$ cat src/rtl/elastic_pipeline_pkg.sv
// elastic_pipeline_pkg: stage state encoding and occupancy counter sizing shared by the pipeline.
package elastic_pipeline_pkg;
    typedef enum logic [1:0] {EMPTY, BUSY, FULL} stage_state_t;
    function automatic int count_width(input int stages);
        return $clog2(2 * stages + 1);
    endfunction
endpackage

$ cat src/rtl/elastic_pipeline_skid.sv
// skid_stage: one registered pipeline stage with a skid register and a registered ready.
module skid_stage
    import elastic_pipeline_pkg::*;
#(
    parameter int p_width = 32
) (
    input  logic               i_clk,
    input  logic               i_rst,
    input  logic               s_valid,
    output logic               s_ready,
    input  logic [p_width-1:0] s_data,
    output logic               m_valid,
    input  logic               m_ready,
    output logic [p_width-1:0] m_data
);
    stage_state_t state_q, state_d;
    logic [p_width-1:0] main_q, main_d, skid_q, skid_d;
    logic ready_q, in_x, out_x;
    assign s_ready = ready_q;
    assign m_valid = state_q != EMPTY;
    assign m_data  = main_q;
    assign in_x    = s_valid && ready_q;
    assign out_x   = m_valid && m_ready;
    always_comb begin
        state_d = state_q;
        main_d  = main_q;
        skid_d  = skid_q;
        case (state_q)
            EMPTY: if (in_x) begin
                state_d = BUSY;
                main_d  = s_data;
            end
            BUSY: if (in_x && !out_x) begin
                state_d = FULL;
                skid_d  = s_data;
            end else if (out_x && !in_x) begin
                state_d = EMPTY;
            end else if (in_x) begin
                main_d = s_data;
            end
            FULL: if (out_x) begin
                state_d = BUSY;
                main_d  = skid_q;
            end
            default: state_d = EMPTY;
        endcase
    end
    // ready is registered from the next state, so it never depends on m_ready combinationally
    always_ff @(posedge i_clk or posedge i_rst) begin
        if (i_rst) begin
            state_q <= EMPTY;
            main_q  <= '0;
            skid_q  <= '0;
            ready_q <= 1'b0;
        end else begin
            state_q <= state_d;
            main_q  <= main_d;
            skid_q  <= skid_d;
            ready_q <= state_d != FULL;
        end
    end
endmodule

$ cat src/rtl/elastic_pipeline.sv
// elastic_pipeline: chain of skid stages with valid/ready at both ends and an occupancy counter.
module elastic_pipeline
    import elastic_pipeline_pkg::*;
#(
    parameter int p_width  = 32,
    parameter int p_stages = 3
) (
    input  logic                               i_clk,
    input  logic                               i_rst,
    input  logic                               i_valid,
    output logic                               o_ready,
    input  logic [p_width-1:0]                 i_data,
    output logic                               o_valid,
    input  logic                               i_ready,
    output logic [p_width-1:0]                 o_data,
    output logic [count_width(p_stages)-1:0]   o_count
);
    localparam int cw = count_width(p_stages);
    logic               v [p_stages+1];
    logic               r [p_stages+1];
    logic [p_width-1:0] d [p_stages+1];
    logic [cw-1:0]      count_q, count_d;
    logic               in_x, out_x;
    assign v[0]         = i_valid;
    assign d[0]         = i_data;
    assign r[p_stages]  = i_ready;
    assign o_ready      = r[0];
    assign o_valid      = v[p_stages];
    assign o_data       = d[p_stages];
    assign o_count      = count_q;
    genvar k;
    generate
        for (k = 0; k < p_stages; k++) begin : g_stage
            skid_stage #(.p_width(p_width)) u_stage (
                .i_clk   (i_clk),
                .i_rst   (i_rst),
                .s_valid (v[k]),
                .s_ready (r[k]),
                .s_data  (d[k]),
                .m_valid (v[k+1]),
                .m_ready (r[k+1]),
                .m_data  (d[k+1])
            );
        end
    endgenerate
    assign in_x    = i_valid && o_ready;
    assign out_x   = o_valid && i_ready;
    assign count_d = (in_x && !out_x) ? count_q + cw'(1) :
                     (out_x && !in_x) ? count_q - cw'(1) : count_q;
    always_ff @(posedge i_clk or posedge i_rst) begin
        if (i_rst) count_q <= '0;
        else       count_q <= count_d;
    end
endmodule

$ cat config.mk
export PLATFORM = sky130hd
export DESIGN_NAME = elastic_pipeline
export DESIGN_NICKNAME = d
export VERILOG_FILES = /design/src/rtl/elastic_pipeline_pkg.sv /design/src/rtl/elastic_pipeline_skid.sv /design/src/rtl/elastic_pipeline.sv
export SDC_FILE = /design/constraint.sdc
export NUM_CORES = 1
export LEC_CHECK = 0
export ABC_AREA = 0
export CAP_MARGIN = 0
export CORE_MARGIN = 4
export CORE_UTILIZATION = 53
export CTS_CLUSTER_SIZE = 30
export DETAILED_ROUTE_END_ITERATION = 10
export PLACE_DENSITY_LB_ADDON = 0.15
export SETUP_SLACK_MARGIN = 0.02
export SYNTH_ARGS = -nofsm -noshare
export SYNTH_HDL_FRONTEND = slang
export SYNTH_HIERARCHICAL = 1
export SYNTH_SLANG_ARGS = --single-unit
$ cat constraint.sdc
create_clock -name i_clk -period 2.3 [get_ports i_clk]
set_input_delay 0.575 -clock i_clk [delete_from_list [all_inputs] [get_ports i_clk]]
set_output_delay 0.575 -clock i_clk [all_outputs]
set_load 0.03 [all_outputs]
# Word-level counts from Yosys, hierarchy flattened
# Cells that the tools add are included.
word_totals:
  register_bits: 204
  latch_bits: 0
  ram_bits: 0
  mem_bits_ro: 0
  in_bits: 36
  out_inout_bits: 37
  word_cells: 97
  n_memories: 0
classes:
  n_addsub: 2
  mul: 0
  n_div: 0
  order_cmp: 0
  eq_ne: 18
  n_shift: 0
  muxes: 32
  bitwise_logic: 0
  reduce_logical: 32
op_table:
  columns: ["cell", "count"]
  rows:
  - ["$mux W32", 12]
  - ["$pmux W32 S3", 3]
  - ["$mux W2", 12]
  - ["$ne A2 B2 Y1 const B", 9]
  - ["$pmux W2 S3", 3]
  - ["$logic_and A1 B1 Y1", 12]
  - ["$reduce_and A4 Y1", 3]
  - ["$reduce_bool A3 Y1", 3]
  - ["$reduce_bool A2 Y1", 4]
  - ["$eq A2 B1 Y1 const B", 3]
  - ["$eq A2 B2 Y1 const B", 3]
  - ["$logic_not A2 Y1", 3]
  - ["$mux W3", 2]
  - ["$ne A2 B1 Y1 const B", 3]
  - ["$reduce_and A2 Y1", 3]
  - ["$logic_not A1 Y1", 4]
  - ["$add A3 B1 Y3 const B", 1]
  - ["$sub A3 B1 Y3 const B", 1]

# Logic depth before layout (Yosys ltp)
# Gate-level depths: netlist (run 1).
depth:
  ltp_word: 8
  mapped_depth: 8
  mapped_depth_nobuf: 8

# Hierarchy
# The synthesis (run 1) kept the hierarchy.
by_module_without_submodules:
  columns: ["module", "instances", "cells_each", "area_each_um2", "seq_area_each_um2"]
  rows:
  - ["skid_stage", 3, 196, 2964.1, 1676.6]
  - ["elastic_pipeline", 1, 14, 166.4, 75.1]

# Worst setup path before layout (run 1)
# OpenSTA, ideal clock, no wires.
synth_path:
  path_kind: "reg-to-reg"
  from: "register g_stage[2].u_stage.state_q[1]"
  to: "register count_q[2], in the netlist o_count[2]"
  setup_ps: 80
  t_arrival_ps: 1855
  t_required_ps: 2220
  path_slack_ps: 365
  path_stages_with_launch: 9
  path_buffers: 0
  synth_period_minus_slack_ps: 1935
  cell_sequence: "dfrtp_1 > or2_2 > nand2_1 > ha_1 > inv_1 > fa_1 > xor2_1 > nor2_1 > xor2_1"
synth_via:
  elab_chain_len: 5
  word_cells_on_any_way: 7
  cone_classes: "1 x mux; 6 x reduce/logical"
synth_rtl:
  columns: ["item", "line_no", "source"]
  rows:
  - ["from (decl)", "elastic_pipeline_skid.sv:16", "stage_state_t state_q, state_d;"]
  - ["from (signal assigned)", "elastic_pipeline_skid.sv:56", "state_q <= state_d;"]
  - ["$reduce_bool A2 Y1 (*)", "elastic_pipeline_skid.sv:20", "assign m_valid = state_q != EMPTY;"]
  - ["via o_valid", "elastic_pipeline.sv:13", "output logic o_valid,"]
  - ["$logic_and A1 B1 Y1 (*)", "elastic_pipeline.sv:47", "assign out_x = o_valid && i_ready;"]
  - ["$logic_not A1 Y1", "elastic_pipeline.sv:48", "assign count_d = (in_x && !out_x) ? count_q + cw'(1) :"]
  - ["$logic_and A1 B1 Y1", "elastic_pipeline.sv:48", null]
  - ["$mux W3 or $reduce_bool A2 Y1 (tied branches)", null, null]
  - ["to (signal assigned)", "elastic_pipeline.sv:52", "else count_q <= count_d;"]
  - ["to (decl)", "elastic_pipeline.sv:22", "logic [cw-1:0] count_q, count_d;"]
# Mark *: on every way through the listed nets, which the timed path passes. The rest lies on a longest branch.
# A chain may end at the register's enable or synchronous reset.

# Final worst setup path (run 1)
layout_path:
  from: "register count_q[0], in the netlist o_count[0]"
  to: "output port o_count[0]"
layout_lines:
  columns: ["item", "line_no", "source"]
  rows:
  - ["to (decl)", "elastic_pipeline.sv:16", "output logic [count_width(p_stages)-1:0] o_count"]
# No word-level cell between the ends.

==> results of run 1 <==
-- Yosys cell counts, types with 5 or more instances --
master    instances
dfrtp_1         204
o21a_1           96
o32a_1           96
mux2_4           90
clkbuf_1         24
buf_2            12
buf_12            9
nand2_1           7
a21o_1            6
buf_6             6
mux2_1            6
o21ai_1           6
inv_1             5
-- cell families (layout without fill, tap and decap cells) --
group | Yosys count | after routing | synth area share
AOI/OAI and AO/OA | 204 | 204 | 0.194
adders and majority gates | 2 | 2 | 0.00359
buffers and inverters | 59 | 138 | 0.0472
muxes | 100 | 100 | 0.161
and+or+nand+nor | 30 | 30 | 0.0276
DFF | 204 | 204 | 0.564
xor gates and xnor gates | 3 | 3 | 0.00290
-- routing by layer --
metal / part of all wire / track usage / vias to the layer above / wire, um
met5: 0 / 0 / - / 0
met4: 0.017 / 0.0448 / 0 / 302
met3: 0.049 / 0.0269 / 29 / 874
met2: 0.43 / 0.266 / 142 / 7620
met1: 0.50 / 0.295 / 2768 / 8930
li1: - / - / 2448 / -
-- flip-flops by register name, summed over array words and instances (netlist names) --
name                     count
g_stage.u_stage/s_ready      3
g_stage.u_stage/m_data      96
o_count                      3
g_stage.u_stage/skid_q      96
g_stage.u_stage/state_q      6
-- cell type report --
type                    instances  area (um2)
clock inverters                 9         195
multi-input cells             339        3540
repair buffers                 96        1030
clock buffers                  25         561
fillers                      1191        5910
inverters                       8        30.0
flip-flops and latches        204        5100
well taps                     220         275
-- stage by stage --
step                      utilization  hold WS [ps]  area [um2]
final                           0.645           439       10700
after floorplan                     -           329        9060
after detailed placement        0.599           479        9970
after global routing            0.645           454       10700
after CTS                       0.645           431       10700
after global placement          0.599           467        9970
-- repair_timing --
action | 4_1_cts | 5_1_grt
setup endpoints to repair | 1 | 1
gates resized for setup | 1 | 1
buffers inserted | 0 | 0
-- cell usage in the layout, fill, tap and decap left out, types with 3 or more instances in the layout --
cell             count
o21ai_1              3
nand3b_4             3
nand2_1              7
o21ai_2              3
clkbuf_16           21
clkdlybuf4s50_1     70
nor2b_2              3
nand4b_1             3
buf_4               14
mux2_1               6
a21o_1               6
dfrtp_1            204
clkinv_2             3
inv_2                6
bufinv_16            6
o32a_1              96
nand2b_1             3
buf_12              10
mux2_4              90
o21a_1              96
nor2b_4              3
nand3b_1             3
or2_2                3
mux2i_1              3
-- worst reg2reg max path, delay by kind of cell, from the launching register on --
family	cells	cell delay [ps]
flops	1	440
buf+inv	1	60
xor+xnor	2	320
fa+ha+maj	2	570
simple gates	3	590
-- final timing paths --
check | from | endpoint
max | o_count[0] | o_count[0]
min | i_rst | o_count[2]
max reg2reg | g_stage[2].u_stage/state_q[1] | o_count[2]
min reg2reg | g_stage[0].u_stage/skid_q[30] | g_stage[0].u_stage/skid_q[30]
max in group asynchronous | i_rst | g_stage[2].u_stage/m_data[3]
min in group i_clk | g_stage[0].u_stage/skid_q[30] | g_stage[0].u_stage/skid_q[30]
-- power by group through the flow --
stage,Combinational (mW),Sequential (mW),Clock [mW]
after floorplan,4.62,6.67,0
after global placement,6.34,6.38,0
after detailed placement,6.54,6.51,0
after CTS,6.59,6.48,3.82
after global routing,6.99,6.68,3.98
final,6.53,6.48,3.74
==> impl_metrics.tcl, run 1 <==
set metrics [dict create \
    status "completed" \
    dp.cells 867 \
    cp.depth 1 \
    reg2reg_slack_ps 240 \
    power_switching_mw 5.41 \
    viasPerCell 5.98 \
    r2r_cells 8 \
    drtIter0Drc 299 \
    die_y_um 139 \
    ys.flop_type "dfrtp_1" \
    criticalPathCategory "register to output port" \
    grt_pass1_vias 5479 \
    worst-path-buf-inv 1 \
    grt_pass1_wl_um 29900 \
    pre_cts_slack_ps -50.5 \
    routedWlPerCell_um 19.7 \
    required_ps 1730 \
    worst_path_largest_cell_delay_ps 720 \
    syn_area_per_cell_um2 15.0 \
    first_pass_iters 4 \
    io_pins 73 \
    worstMarginPinSlew_ps 1230 \
    ir_worst_vdd_mv 0.778 \
    drv_cap 0 \
    hold_buffers 0 \
    period_share 0.965 \
    grt-ovfl-total 0 \
    cts_made_buffers 21 \
    leakage_nw 4.33 \
    tns_ps 0 \
    hold_class "primary input to asynchronous set/reset pin" \
    p_sw_frac 0.323 \
    insertion_delay_ps 500 \
    gp_congestion 0.788 \
    core_area_um2 16600 \
    drc_errors 0 \
    io_buffers 72 \
    synth_edf_count 0 \
    synthTopCellsByArea "dfrtp_1, mux2_4, o32a_1, o21a_1, buf_12" \
    die_area_um2 19200 \
    synthArstFlopShare 1.00 \
    row_count 47 \
    root_buffer "clkbuf_16" \
    fmax_mhz 451 \
    setup_ws_ps 81.2 \
    power_mw 16.8 \
    synth_top_cell_area_share 0.564 \
    yosys_warnings 6 \
    cts_tree "built" \
    crit_chain "clkdlybuf4s50_1" \
    vias 5387 \
    clock_power_share 0.223 \
    htree_levels 1 \
    p_int_mw 11.3 \
    synth.distinct_cells 29 \
    cts.sinks 204 \
    crit_family "buffers and inverters" \
    die_w_um 139 \
    crit_path_end_kind "output port" \
    syn_to_final_growth_pct 18.5 \
    stdcell_count 901 \
    grt_max_degree 68 \
    crit_fanout 3 \
    combPwrFrac 0.390 \
    final_hold_viol_count 0 \
    rsz0062_at_grt "false" \
    drive_gt1_frac 0.247 \
    worst_clock_skew_ps 13.7 \
    slowest_stage "clkdlybuf4s50_1" \
    clk_path_buf_depth 3 \
    antenna_violating_nets_post_route 0 \
    arrival_ps 1640 \
    slew_violations 0 \
    postSynthCellCount 602 \
    insertedDiodeCount 0 \
    synth_area_leader_cell "dfrtp_1" \
    power_density_nw_per_um2 1560 \
    synth_area_um2 9060 \
    clk_pin_slew_ps 60 \
    min_period_ps 2220 \
    setup_violations 0 \
    totalWireLength_um 17700 \
    synth.ff_latch_count 204 \
    grtUsageTotal 0.184 \
    max-slew-margin-rel 0.177 \
    fin_nets 708 \
    worstSetupStartpointType "register" \
    seq_power_share 0.387 \
    dpl.hpwl_um 11700 \
    start_util 0.544 \
    synth_nets 640 \
    yosysSeqAreaShare 0.564 \
    antenna_found_initial 0 \
]
Note: power is estimated with default switching activity, not from simulation.
==> run 2, diff against run 1 <==
- CORE_MARGIN: 4 -> default
- CORE_UTILIZATION: 53 -> 30
==> impl_metrics.tcl, run 2 (same netlist as run 1, synthesis figures left out) <==
set metrics [dict create \
    dpl.hpwl_um 13600 \
    grt_max_degree 35 \
    leakage_nw 4.40 \
    crit_fanout 7 \
    crit_path_end_kind "output port" \
    fmax_mhz 451 \
    io_buffers 72 \
    p_int_mw 11.2 \
    row_count 63 \
    viasPerCell 4.92 \
    die_y_um 176 \
    ir_worst_vdd_mv 0.561 \
    htree_levels 1 \
    io_pins 73 \
    clk_path_buf_depth 3 \
    syn_to_final_growth_pct 21.7 \
    p_sw_frac 0.329 \
    pre_cts_slack_ps -71.7 \
    antenna_violating_nets_post_route 0 \
    die_w_um 176 \
    drtIter0Drc 251 \
    slowest_stage "dfrtp_1" \
    insertedDiodeCount 0 \
    worstSetupStartpointType "register" \
    insertion_delay_ps 500 \
    status "completed" \
    post-cts-setup-buffers 0 \
    cts.sinks 204 \
    totalWireLength_um 19300 \
    period_share 0.964 \
    worstMarginPinSlew_ps 1280 \
    max-slew-margin-rel 0.149 \
    reg2reg_slack_ps 240 \
    setup_ws_ps 82.4 \
    core_area_um2 29600 \
    fillCellCount 2855 \
    worst_path_largest_cell_delay_ps 430 \
    setup_violations 0 \
    rsz0062_at_grt "true" \
    grt_pass1_wl_um 32600 \
    layout_commonest_cell "dfrtp_1" \
    grtUsageTotal 0.130 \
    antenna_found_initial 0 \
    criticalPathCategory "register to output port" \
    combPwrFrac 0.396 \
    worst_clock_skew_ps 9.02 \
    slew_violations 0 \
    cts_tree "built" \
    routedWlPerCell_um 17.8 \
    vias 5347 \
    clk_pin_slew_ps 60 \
    drc_errors 0 \
    met3_usage 0.0188 \
    hold_class "register to register" \
    use_met2 0.187 \
    root_buffer "clkbuf_16" \
    power_switching_mw 5.48 \
    grt-ovfl-total 0 \
    crit_chain "or2_2 > clkdlybuf4s15_1" \
    start_util 0.306 \
    top_usage_layer "met1" \
    arrival_ps 1640 \
    die_area_um2 30900 \
    clock_power_share 0.215 \
    final_cell_mix "dfrtp_1, o32a_1, o21a_1, mux2_4, clkdlybuf4s50_1" \
    min_period_ps 2220 \
    power_density_nw_per_um2 1510 \
    drive_gt1_frac 0.261 \
    drv_cap 0 \
    required_ps 1730 \
    use_met1 0.201 \
    final_hold_viol_count 0 \
    hold_buffers 0 \
    tns_ps 0 \
    cts_made_buffers 22 \
    fin_nets 718 \
    grt_pass1_vias 5621 \
    first_pass_iters 4 \
    gp_congestion 0.709 \
    seq_power_share 0.389 \
]
-- run 2: cell count changes in the layout (fill, tap and decap cells not counted), sizes merged --
cell           delta
clkdlybuf4s15     +1
clkinv            +5
clkbuf            +5
dlymetal6s2s      +1
clkdlybuf4s50     -1
dlygate4sd2       -1
bufinv            -4
buf               +9
-- run 2: final timing paths --
kind | startpoint | endpoint | cells after the start
min in group asynchronous | i_rst | o_count[2] | 2
setup reg to reg | g_stage[0].u_stage/state_q[1] | g_stage[1].u_stage/skid_q[17] | 6
hold reg to reg | g_stage[2].u_stage/m_data[23] | g_stage[2].u_stage/m_data[23] | 1
setup / recovery | g_stage[2].u_stage/state_q[1] | o_valid | 2
hold / removal | g_stage[2].u_stage/m_data[23] | g_stage[2].u_stage/m_data[23] | 1
max in group asynchronous | i_rst | g_stage[2].u_stage/skid_q[12] | 3
-- run 2: timing repair --
item	in CTS	in global routing
pin swaps	0	0
endpoints found under the hold margin	0	0
endpoints found under the setup margin	1	3
resized for setup	1	3
-- run 2: final cells by class --
class	count	area, um2	area share
inverters	8	30.0	0.00272
clock buffers	30	642	0.0582
clock inverters	10	100	0.00908
multi-input cells	339	3540	0.321
repair buffers	105	1120	0.102
flip-flops and latches	204	5100	0.463
well taps	390	488	0.0443
-- run 2: stage by stage --
stage	util	std cells	area, um2	hold WS (ps)	total power, mW
3_3_place_gp	0.347	1046	10300	468	12.9
2_1_floorplan	-	602	9060	329	11.3
4_1_cts	0.372	1086	11000	492	16.9
3_5_place_dp	0.347	1046	10300	479	13.2
6_report	0.372	1086	11000	486	16.6
5_1_grt	0.372	1086	11000	503	17.7
-- run 2: layer usage --
| metal | share of wire | wire length (um) | vias to the layer above |
|---|---|---|---|
| met1 | 0.52 | 10100 | 2740 |
| met2 | 0.42 | 8160 | 102 |
| met3 | 0.036 | 701 | 29 |
| li1 | - | - | 2476 |
| met4 | 0.019 | 376 | 0 |
| met5 | 0 | 0 | - |
-- run 2: power groups by stage --
stage | Combinational [mW] | Sequential [mW] | Clock, mW
final | 6.59 | 6.47 | 3.58
after global routing | 7.14 | 6.71 | 3.88
after CTS | 6.67 | 6.49 | 3.71
after detailed placement | 6.64 | 6.52 | 0
after global placement | 6.49 | 6.42 | 0
after floorplan | 4.62 | 6.67 | 0
-- run 2: critical path, delay by kind of cell (launching register included) --
kind | cells | cell delay (ps)
AND/OR/NAND/NOR | 1 | 360
flip-flops | 1 | 430
buffers and inverters | 1 | 360
